===== src/rtl/bp_update_ctrl.sv =====
// Branch-resolution update controller: merges two resolution pipes into a
// single in-order predictor update stream through a 4-entry pending FIFO.
module bp_update_ctrl (
    input  logic        clk,
    input  logic        rstn,
    input  logic        res0_valid,
    input  logic        res0_taken,
    input  logic [13:0] res0_pc,
    input  logic        res1_valid,
    input  logic        res1_taken,
    input  logic [13:0] res1_pc,
    output logic        res_ready,
    input  logic        upd_en,
    input  logic        flush,
    output logic        upd_valid,
    output logic        upd_taken,
    output logic [13:0] upd_pc,
    output logic [2:0]  q_count,
    output logic [7:0]  drop_cnt
);

    localparam int DEPTH = 4;

    logic [14:0] mem_reg [DEPTH];
    logic [1:0]  rd_ptr_reg, wr_ptr_reg;
    logic [2:0]  q_count_reg, q_count_next;
    logic [7:0]  drop_cnt_reg, drop_cnt_next;
    logic        upd_valid_reg;
    logic        upd_taken_reg;
    logic [13:0] upd_pc_reg;

    logic        acc0, acc1;
    logic [14:0] arr0, arr1, first_item, out_item;
    logic [14:0] push_data0, push_data1;
    logic [1:0]  push_cnt, n_drop;
    logic        pop, bypass, emit;
    logic [8:0]  drop_sum;
    logic [DEPTH-1:0] wr_en;
    logic [14:0] wr_data [DEPTH];

    assign res_ready = (q_count_reg <= 3'd2);

    always_comb begin
        acc0       = res0_valid & res_ready & ~flush;
        acc1       = res1_valid & res_ready & ~flush;
        arr0       = {res0_taken, res0_pc};
        arr1       = {res1_taken, res1_pc};
        first_item = acc0 ? arr0 : arr1;

        // Queue contents are always older than anything arriving this cycle.
        pop    = upd_en & (q_count_reg != 3'd0);
        bypass = upd_en & (q_count_reg == 3'd0) & (acc0 | acc1);
        emit   = pop | bypass;

        out_item = pop ? mem_reg[rd_ptr_reg] : first_item;

        push_data0 = bypass ? arr1 : first_item;
        push_data1 = arr1;
        push_cnt   = {1'b0, acc0} + {1'b0, acc1};
        if (bypass) begin
            push_cnt = push_cnt - 2'd1;
        end

        q_count_next = q_count_reg + {1'b0, push_cnt} - {2'b00, pop};

        n_drop = 2'd0;
        if (!flush && !res_ready) begin
            n_drop = {1'b0, res0_valid} + {1'b0, res1_valid};
        end
        drop_sum      = {1'b0, drop_cnt_reg} + {7'b0, n_drop};
        drop_cnt_next = drop_sum[8] ? 8'hFF : drop_sum[7:0];
    end

    // Up to two consecutive slots are written per cycle, starting at wr_ptr.
    for (genvar gi = 0; gi < DEPTH; gi++) begin : g_wr
        assign wr_en[gi] = ~flush &
                           (((push_cnt != 2'd0) && (wr_ptr_reg == 2'(gi))) ||
                            ((push_cnt == 2'd2) && ((wr_ptr_reg + 2'd1) == 2'(gi))));
        assign wr_data[gi] = (wr_ptr_reg == 2'(gi)) ? push_data0 : push_data1;
    end

    always_ff @(posedge clk) begin
        for (int i = 0; i < DEPTH; i++) begin
            if (wr_en[i]) begin
                mem_reg[i] <= wr_data[i];
            end
        end
    end

    always_ff @(posedge clk or negedge rstn) begin
        if (!rstn) begin
            rd_ptr_reg    <= 2'd0;
            wr_ptr_reg    <= 2'd0;
            q_count_reg   <= 3'd0;
            drop_cnt_reg  <= 8'd0;
            upd_valid_reg <= 1'b0;
            upd_taken_reg <= 1'b0;
            upd_pc_reg    <= 14'd0;
        end else if (flush) begin
            rd_ptr_reg    <= 2'd0;
            wr_ptr_reg    <= 2'd0;
            q_count_reg   <= 3'd0;
            upd_valid_reg <= 1'b0;
        end else begin
            rd_ptr_reg    <= rd_ptr_reg + {1'b0, pop};
            wr_ptr_reg    <= wr_ptr_reg + push_cnt;
            q_count_reg   <= q_count_next;
            drop_cnt_reg  <= drop_cnt_next;
            upd_valid_reg <= emit;
            if (emit) begin
                upd_taken_reg <= out_item[14];
                upd_pc_reg    <= out_item[13:0];
            end
        end
    end

    assign upd_valid = upd_valid_reg;
    assign upd_taken = upd_taken_reg;
    assign upd_pc    = upd_pc_reg;
    assign q_count   = q_count_reg;
    assign drop_cnt  = drop_cnt_reg;

endmodule


===== config.mk =====
export PLATFORM = sky130hd
export DESIGN_NAME = bp_update_ctrl
export DESIGN_NICKNAME = d
export VERILOG_FILES = /design/src/rtl/bp_update_ctrl.sv
export SDC_FILE = /design/constraint.sdc
export NUM_CORES = 1
export LEC_CHECK = 0
export BUFFER_PORTS_ARGS = -buffer_cell sky130_fd_sc_hd__clkbuf_2
export CORE_MARGIN = 2
export CORE_UTILIZATION = 29
export DETAILED_ROUTE_END_ITERATION = 8
export GPL_ROUTABILITY_DRIVEN = 0
export MAX_ROUTING_LAYER = met4
export PLACE_DENSITY = 0.52
export SLEW_MARGIN = 0
export SYNTH_ARGS = -nofsm -noshare
export SYNTH_HDL_FRONTEND = slang
export SYNTH_SLANG_ARGS = --single-unit

===== constraint.sdc =====
create_clock -name clk -period 4.5 [get_ports clk]
set_clock_uncertainty 0.05 [all_clocks]
set_input_delay 0.45 -clock clk [delete_from_list [all_inputs] [get_ports clk]]
set_output_delay 0.45 -clock clk [all_outputs]
set_load 0.1 [all_outputs]

==> qor.yml <==
status: "finished, final reports clean"
row_count: 47
routed.top_layer: "met4"
relSlewSlack_pct: 37.8
fp.dieW_um: 133
hold_violations: 0
post-synth-top-count-cell: "edfxtp_1"
start_util_pct: 29.3
synthFlopType: "edfxtp_1"
drt-pass1-iter-count: 7
hold_buffers: 0
largest_register_ffs: 60
io_buffers: 63
antenna_found_initial: 0
worstSetupStartpointType: "flip-flop"
synth.cell_area_um2: 4810
via_count: 2993
r2r_end: "q_count[2]"
cts_buffers: 9
ys_ff_latch: 91
n_antenna_cell: 0
setup_viol_count_final: 0
drt_iter0_drc: 155
crit_path_max_incr_delay_ns: 0.44
final.setup.tns_ns: 0
slew_viol_final: 0
rsz0062_at_grt: "false"
cts-root-buf: "clkbuf_16"
max_freq_mhz: 281
cap_violations: 0
grt_pass1_vias: 3149
final_nets: 451
cts_tree: "built"
synth_edf_count: 60
endpoint_kind: "flip-flop"
yosys-top-cells-count: "60 x edfxtp_1, 34 x mux2_2, 31 x dfrtp_1"
cts_sinks: 91
ctsResizeCount: 0
irDropWorstVdd_mv: 0.339
path_max_fanout: 19
critPathRequiredTime_ns: 4.68
drc: 0
fin_crit_sh_pct: 79.1
n_fill_cell: 1619
synthCells: 335
crit_chain: "a21oi_4, and3b_1, inv_4, ha_1, nor2b_1, nand2_1, xnor2_1, inv_1, ha_1, inv_1, ha_1, inv_1, fa_1, xnor2_1, nor2_1"
coreArea_um2: 16400
multi_input_area_um2: 2100
overflow: 0
die-area_um2: 17600
die_y_um: 133
cts_buffer_depth: 2
grt_pass1_wl_mm: 18.7
p_leak_nw: 2.28
clkSlewWorstSetupHoldPaths_ns: 0.06
clkLatencyLatePin_ns: 0.34
yosysSeqAreaShare_pct: 53.6
register_area_um2: 2580
fin_total_pwr_w: 0.00362
crit_type: "flip-flop to flip-flop"
r2r_slack_ns: 0.94
synth_nets: 384
postRouteWirelength_mm: 11.6
wl_met1_mm: 5.35
worstReg2RegStart: "q_count[0]"
synthDistinctLibCells: 41
wire_per_inst_um: 18.6
period_needed_ns: 3.56
synth_top_area_share_pct: 37.4
arrival_ns: 3.74
dp_hpwl_mm: 7.44
worst_slew_pin_slew_ns: 0.933
async_flop_share_pct: 34.1
areaGrowthSynthToFinish_pct: 18.1
vias_per_cell: 4.77
r2r_cells: 15
dr_wl_met3_um: 423
hold_path_class: "input pin to async pin"
io_pins: 64
synth_warnings: 0
drive_above_1_share_pct: 38.1
power_density_nw_per_um2: 638
met2_wirelength_mm: 5.74
grt_util_all_layers_pct: 14.5
ant_nets: 0
ctsHtreeMaxLevel: 3
syn_avg_cell_area_um2: 14.4
post_cts_buffers: 0
grt_max_degree: 32
ys_top_cells_by_area: "edfxtp_1 37%, dfrtp_1 16%, mux2_2 8.0%"
slowest_stage: "dfrtp_1"
yosys.area.top_type: "edfxtp_1"
## stage by stage
stage | hold slack [ns] | cells | setup WS [ns] | cell area [um^2] | util, %
final | 0.190 | 627 | 0.941 | 5680 | 34.6
after global routing | 0.257 | 627 | 0.632 | 5680 | 34.6
after CTS | 0.221 | 627 | 0.946 | 5680 | 34.6
after detailed placement | 0.457 | 611 | 0.967 | 5410 | 33.0
after global placement | 0.439 | 611 | 1.09 | 5410 | 33.0
after floorplan | 0.104 | 335 | 0.133 | 4820 | -
## critical path, delay by kind of cell (launching register included)
kind                       cells  cell delay, ns
DFF                            1            0.44
xor gates and xnor gates       2            0.45
buffers and inverters          4            0.37
and+or+nand+nor                4            0.87
AOI/OAI and AO/OA              1            0.21
adders and majority gates      4            1.04
## per-layer routing
layer,global-route usage [%],vias up
met2,24.0,65
met4,3.88,0
met5,-,-
met1,18.3,1493
met3,3.03,10
li1,-,1425
## kinds of logic after synthesis
logic type	share of synthesized area, %
AOI/OAI and AO/OA	6.16
muxes	26.5
and+or+nand+nor	5.67
DFF	53.6
buffers and inverters	3.17
xor gates and xnor gates	1.27
adders and majority gates	3.69
## cells in the final DEF, fill, tap and decap left out, drive strengths merged, types with 2 or more instances in the layout
| cell type | Yosys | layout |
|---|---|---|
| a211o | 3 | 3 |
| a21oi | 3 | 3 |
| a22oi | 15 | 15 |
| a31oi | 3 | 3 |
| and2 | 2 | 2 |
| buf | 9 | 12 |
| clkbuf | 10 | 74 |
| clkinv | 0 | 2 |
| dfrtp | 31 | 31 |
| edfxtp | 60 | 60 |
| fa | 2 | 2 |
| ha | 11 | 11 |
| inv | 14 | 16 |
| mux2 | 62 | 62 |
| mux2i | 20 | 20 |
| mux4 | 15 | 15 |
| nand2 | 9 | 9 |
| nand3 | 4 | 4 |
| nand3b | 2 | 2 |
| nor2 | 11 | 11 |
| nor2b | 10 | 10 |
| nor3 | 3 | 3 |
| nor3b | 2 | 2 |
| o21ai | 17 | 17 |
| xnor2 | 7 | 7 |
## where the power goes
group	total, W	leakage (nW)	internal [W]	switching (W)
registers	0.00123	0.929	0.00110	0.000132
clock network	0.000702	0.130	0.000377	0.000325
logic	0.00169	1.22	0.000463	0.00122
total	0.00362	2.28	0.00194	0.00168
## how the worst max path moves through the flow
stage | start | end | slack, ns | cells past startpoint
2_1_floorplan | q_count[0] | mem_reg[2][0] | 0.13 | 10
6_report | q_count[0] | q_count[2] | 0.94 | 15
4_1_cts | q_count[0] | q_count[2] | 0.95 | 15
3_5_place_dp | q_count[0] | q_count[2] | 0.97 | 15
3_3_place_gp | q_count[0] | q_count[2] | 1.09 | 15
5_1_grt | q_count[0] | q_count[2] | 0.63 | 15
## cell type report
| class | instances | area share [%] |
|---|---|---|
| Inverter | 14 | 0.969 |
| Timing Repair Buffer | 75 | 7.13 |
| Clock buffer | 11 | 4.10 |
| Clock inverter | 5 | 0.617 |
| Tap cell | 220 | 4.84 |
| Multi-Input combinational cell | 211 | 37.0 |
| Sequential cell | 91 | 45.4 |
Power figures use the tool's default switching activity.
